**src/rtl/pipelined_add_sub_if.sv**
```systemverilog
// pipelined_add_sub_if: operand/result valid-ready bus of the pipelined adder/subtractor
interface pipelined_add_sub_if #(
    parameter int WIDTH = 32
);
    logic             in_valid;
    logic             in_ready;
    logic [WIDTH-1:0] in_a;
    logic [WIDTH-1:0] in_b;
    logic             in_cin;
    logic             in_sub;
    logic             out_valid;
    logic             out_ready;
    logic [WIDTH-1:0] out_sum;
    logic             out_cout;
    logic             out_ovf;

    modport master (
        output in_valid, in_a, in_b, in_cin, in_sub, out_ready,
        input  in_ready, out_valid, out_sum, out_cout, out_ovf
    );

    modport slave (
        input  in_valid, in_a, in_b, in_cin, in_sub, out_ready,
        output in_ready, out_valid, out_sum, out_cout, out_ovf
    );
endinterface

```
**src/rtl/pipelined_add_sub.sv**
```systemverilog
// pipelined_add_sub: carry-segmented pipelined two's-complement adder/subtractor with valid/ready
module pipelined_add_sub #(
    parameter int WIDTH  = 32,
    parameter int STAGES = 4
) (
    input logic                clk,
    input logic                rst_n,
    pipelined_add_sub_if.slave bus
);
    localparam int CW = WIDTH / STAGES;
    localparam int L  = STAGES - 1;

    if (WIDTH % STAGES != 0) begin : g_width_check
        $error("WIDTH must be a multiple of STAGES");
    end

    logic [WIDTH-1:0]  a_q [STAGES];
    logic [WIDTH-1:0]  b_q [STAGES];
    logic [WIDTH-1:0]  s_q [STAGES];
    logic [WIDTH-1:0]  a_d [STAGES];
    logic [WIDTH-1:0]  b_d [STAGES];
    logic [WIDTH-1:0]  s_d [STAGES];
    logic [STAGES-1:0] c_q, c_d, v_q;
    logic [CW:0]       t;
    logic              ci;
    logic              stall;

    assign stall        = v_q[L] && !bus.out_ready;
    assign bus.in_ready = !stall;

    // Stage k adds chunk k; stage 0 sees the effective operands straight off the bus.
    always_comb begin
        t   = '0;
        ci  = 1'b0;
        c_d = '0;
        for (int k = 0; k < STAGES; k++) begin
            a_d[k] = k == 0 ? bus.in_a : a_q[k == 0 ? 0 : k - 1];
            b_d[k] = k == 0 ? (bus.in_sub ? ~bus.in_b : bus.in_b) : b_q[k == 0 ? 0 : k - 1];
            s_d[k] = k == 0 ? '0 : s_q[k == 0 ? 0 : k - 1];
            ci     = k == 0 ? bus.in_sub ^ bus.in_cin : c_q[k == 0 ? 0 : k - 1];
            t      = {1'b0, a_d[k][k*CW +: CW]} + {1'b0, b_d[k][k*CW +: CW]} + (CW + 1)'(ci);
            s_d[k][k*CW +: CW] = t[CW-1:0];
            c_d[k] = t[CW];
        end
    end

    // A global stall freezes every stage; otherwise all stages advance together.
    always_ff @(posedge clk or negedge rst_n) begin
        if (!rst_n) begin
            for (int k = 0; k < STAGES; k++) begin
                a_q[k] <= '0;
                b_q[k] <= '0;
                s_q[k] <= '0;
            end
            c_q <= '0;
            v_q <= '0;
        end else if (!stall) begin
            for (int k = 0; k < STAGES; k++) begin
                a_q[k] <= a_d[k];
                b_q[k] <= b_d[k];
                s_q[k] <= s_d[k];
                v_q[k] <= k == 0 ? bus.in_valid : v_q[k == 0 ? 0 : k - 1];
            end
            c_q <= c_d;
        end
    end

    assign bus.out_valid = v_q[L];
    assign bus.out_sum   = s_q[L];
    assign bus.out_cout  = c_q[L];
    assign bus.out_ovf   = (a_q[L][WIDTH-1] == b_q[L][WIDTH-1]) && (s_q[L][WIDTH-1] != a_q[L][WIDTH-1]);
endmodule

```
**src/flat_wrapper.sv**
```systemverilog
// flat-port wrapper written by rule: the top's interface ports become plain ports
module pipelined_add_sub_flat 
#(
    parameter int WIDTH  = 32,
    parameter int STAGES = 4
)
  (clk, rst_n, bus_in_valid, bus_in_a, bus_in_b, bus_in_cin, bus_in_sub, bus_out_ready, bus_in_ready, bus_out_valid, bus_out_sum, bus_out_cout, bus_out_ovf);
  pipelined_add_sub_if #(.WIDTH(WIDTH)) bus_i ();
  input logic clk;
  input logic rst_n;
  input wire logic [$bits(bus_i.in_valid)-1:0] bus_in_valid;
  input wire logic [$bits(bus_i.in_a)-1:0] bus_in_a;
  input wire logic [$bits(bus_i.in_b)-1:0] bus_in_b;
  input wire logic [$bits(bus_i.in_cin)-1:0] bus_in_cin;
  input wire logic [$bits(bus_i.in_sub)-1:0] bus_in_sub;
  input wire logic [$bits(bus_i.out_ready)-1:0] bus_out_ready;
  output wire logic [$bits(bus_i.in_ready)-1:0] bus_in_ready;
  output wire logic [$bits(bus_i.out_valid)-1:0] bus_out_valid;
  output wire logic [$bits(bus_i.out_sum)-1:0] bus_out_sum;
  output wire logic [$bits(bus_i.out_cout)-1:0] bus_out_cout;
  output wire logic [$bits(bus_i.out_ovf)-1:0] bus_out_ovf;
  assign bus_i.in_valid = bus_in_valid;
  assign bus_i.in_a = bus_in_a;
  assign bus_i.in_b = bus_in_b;
  assign bus_i.in_cin = bus_in_cin;
  assign bus_i.in_sub = bus_in_sub;
  assign bus_i.out_ready = bus_out_ready;
  assign bus_in_ready = bus_i.in_ready;
  assign bus_out_valid = bus_i.out_valid;
  assign bus_out_sum = bus_i.out_sum;
  assign bus_out_cout = bus_i.out_cout;
  assign bus_out_ovf = bus_i.out_ovf;
  pipelined_add_sub #(.WIDTH(WIDTH), .STAGES(STAGES)) u_core (.clk(clk), .rst_n(rst_n), .bus(bus_i));
endmodule
```
**config.mk**
```make
export PLATFORM = sky130hd
export DESIGN_NAME = pipelined_add_sub_flat
export DESIGN_NICKNAME = d
export VERILOG_FILES = /design/src/rtl/pipelined_add_sub_if.sv /design/src/rtl/pipelined_add_sub.sv /design/src/flat_wrapper.sv
export SDC_FILE = /design/constraint.sdc
export NUM_CORES = 1
export LEC_CHECK = 0
export ABC_AREA = 1
export BUFFER_PORTS_ARGS = -buffer_cell sky130_fd_sc_hd__buf_4
export CAP_MARGIN = 20
export CORE_AREA = 10 10 140 142
export CTS_CLUSTER_DIAMETER = 60
export DETAILED_ROUTE_END_ITERATION = 10
export DIE_AREA = 0 0 150 152
export PLACE_DENSITY_LB_ADDON = 0.1
export SYNTH_ARGS = -nofsm -noshare
export SYNTH_HDL_FRONTEND = slang
export SYNTH_SLANG_ARGS = --single-unit
export TNS_END_PERCENT = 50
```
**constraint.sdc**
```tcl
create_clock -name clk -period 2.6 [get_ports clk]
set_clock_uncertainty 0.2 [all_clocks]
set_input_delay 0.39 -clock clk [delete_from_list [all_inputs] [get_ports clk]]
set_output_delay 0.39 -clock clk [all_outputs]
set_load 0.03 [all_outputs]
```
==> metrics.txt <==
outcome=complete, no violations; Setup crit end kind=output port; post-synthesis area per instance=8.70 um^2; Required @ worst endpoint=between 2 and 2.5 ns; post-CTS setup buffers=0; num ports=106; Cells after Synth=just under 1000; most frequent cells in the layout=nand2_1, dfrtp_1, o21ai_0, buf_4, inv_1; highest routing layer actually used=met4; simple-gate share of the synthesized area=0.212; post-synthesis mux area share=0; vias per inst=around 4.7; Seq/Total Area, Yosys=0.541; # setup viols final=0; clk root buf=clkbuf_16; ANT nets after route=0; Arrival @ worst endpoint=around 1.8 ns; Buffers on Ports=105; post-synthesis register bit count=around 190; Layout Cells excl Fill=about 1300; 1st-iter DRT viols=342; full die area=between 20000 and 25000 um^2; Worst Reg-to-Reg Cells=8; overflow left after global routing=0; top-area cell type share of the netlist area=0.541; launch point of the worst reg-to-reg path=u_core.c_q[0]$_DFFE_PN0N_; fin crit share=0.925; worst slew pin tran=around 0.77 ns; Max-Cap Viols=0; DR WL met2=approximately 8 mm; met3 WL=680 um; total power=~12 mW; placed insts=1284; crit path time final=roughly 2.4 ns; fin. max-slew vios=0; CTS Sinks=186; Synth-to-Final Area Change=21.2%; TritonRoute pass-1 iters=4; design area=10400 um^2; largest family of logic cells by synthesized area=simple AND/OR/NAND/NOR gates; wire length on met1=8.68 mm; Die W=around 150 um; Post-layout nets=1210; top cells by area, synth=dfrtp_1, nand2_1, o21ai_0, ha_1, inv_1; P_sw=between 4 and 5 mW; Mapped Area=8600 um^2; Internal Power=7.61 mW; vias in the first global route=approximately 6200; final wirelength=17.4 mm; Fmax=0.416 GHz; Residual DRC=0; clock-pin slew on the worst setup and hold paths=around 0.07 ns; Site Rows=48; Worst slew margin=0.486; CTS resizes=0; layout cell share with drive strength beyond 1=0.138; xor and xnor area share after synthesis=0.0336; worst setup path class=reg -> out; hold_buf cts=26; commonest non-fill, non-tap cell in the layout=nand2_1; global-route wire length before repair=29.9 mm; via count=6349; pre-CTS setup slack=0.274 ns; R2R Setup Slk=0.41 ns; Compound-Gate Fraction of Synth Area=0.0849; count of cell types in the netlist=28; wire per inst=13.0 um; All-Layer GR Usage=0.158; Min-Delay Path Class=in -> reg; post-synthesis adder-cell area fraction=0.0593; Seq pwr share=0.389; Synth warnings=0; PnR worst setup slack=~0.19 ns; RSZ-0062 raised after global routing=no; CTS tree=built; part of the power in combinational logic=0.396; Max Fanout on Critical Path=66; Power Dens Cells=roughly 1200 nW/um^2; r2r endpoint=u_core.c_q[1]$_DFFE_PN0N_; H-Tree Level Count=4; Final Hold Fails=0; Final GP Congestion=0.814; Initial Util=0.508; Placeable Area=16900 um^2; Sw Share=0.388; largest voltage drop on the vdd net=0.000579 V; Skew-Pair Late Insertion Delay=0.42 ns; cell taking the most area after synthesis=dfrtp_1; ANT cells=0; HPWL Detailed=around 12 mm; DP Area=9560 um^2; Setup crit start=u_core.v_q[3]$_DFFE_PN0N_; pin count of the biggest net entering global routing=210; Pleak=between 5 and 6 nW; initial antenna violation count=0; crit path launch type=flip-flop; setup_tns=0 ns; die height=around 150 um; Worst setup endpoint=bus_in_ready; net count after synthesis=between 1000 and 1500; cts bufs inserted=17; Clock power frac=0.214; clk buf depth=2
-- kinds of logic after synthesis --
group,count (synthesis)
AO/OA/AOI/OAI,143
flip-flops,186
XOR/XNOR,33
buffers and inverters,134
AND/OR/NAND/NOR,457
adder cells (fa/ha/maj),36
-- cell usage after synthesis (all sizes together) --
cell and n:
or2 8, o21a 1, a31oi 1, ha 28
buf 34, o22ai 3, inv 90, clkbuf 10
xor2 8, nor2 23, a211oi 3, nand3 36
and2 1, nand2 380, o21ai 116, fa 8
nand3b 9, a21oi 19, dfrtp 186, xnor2 25
-- final cells by class --
type / count / area [um^2]
inverter: 90 / 340
clock buffer: 19 / 443
fill: 1491 / 6510
sequential: 186 / 4650
timing repair buffer: 140 / 1180
multi-input combinational: 669 / 3350
tap: 225 / 282
clock inverter: 13 / 166
-- worst min-delay path by stage --
stage | slack [ns] | end | from | cells past startpoint
after global placement | 0.22 | u_core.bus.out_sum[1]$_DFFE_PN0N_ | rst_n | 1
after CTS | 0.02 | u_core.b_d[80]$_DFFE_PN0N_ | bus_in_b[16] | 3
final | 0.04 | u_core.b_d[81]$_DFFE_PN0N_ | bus_in_b[17] | 3
after global routing | 0.03 | u_core.b_d[80]$_DFFE_PN0N_ | bus_in_b[16] | 3
after floorplan | -0.11 | u_core.a_d[24]$_DFFE_PN0N_ | rst_n | 0
after detailed placement | 0.22 | u_core.bus.out_sum[1]$_DFFE_PN0N_ | rst_n | 1
-- critical path, cell delays in order (launching register included) --
cell	delay, ns
dfrtp_1	0.37
inv_1	0.09
nor2_4	0.05
buf_4	0.14
inv_4	0.42
buf_4	0.27
-- layer usage --
metal	up-vias	GRT usage
met1	2934	0.221
met4	0	0.0463
met2	83	0.239
li1	3327	-
met3	5	0.0359
met5	-	0
-- sequential cells by signal, indices dropped and copies added (netlist names) --
signal	cells
u_core.b_q	1
u_core.c_q	4
u_core.b_d	48
u_core.a_d	48
u_core.bus.out_sum	32
u_core.s_d	48
u_core.v_q	4
u_core.a_q	1
-- stage by stage --
step            util  hold slack, ns
3_5_place_dp   0.564           0.222
4_1_cts        0.616          0.0250
3_3_place_gp   0.564           0.219
2_1_floorplan      -          -0.106
5_1_grt        0.616          0.0318
6_report       0.616          0.0425
-- power groups by stage --
stage	Sequential, mW	Combinational, mW	Clock [mW]
floorplan	5.25	3.18	0
global placement	4.86	4.85	0
detailed placement	4.90	4.94	0
CTS	4.85	5.00	2.74
global route	5.00	5.70	2.86
finish	4.84	4.93	2.67
(Power assumes the default switching activity.)
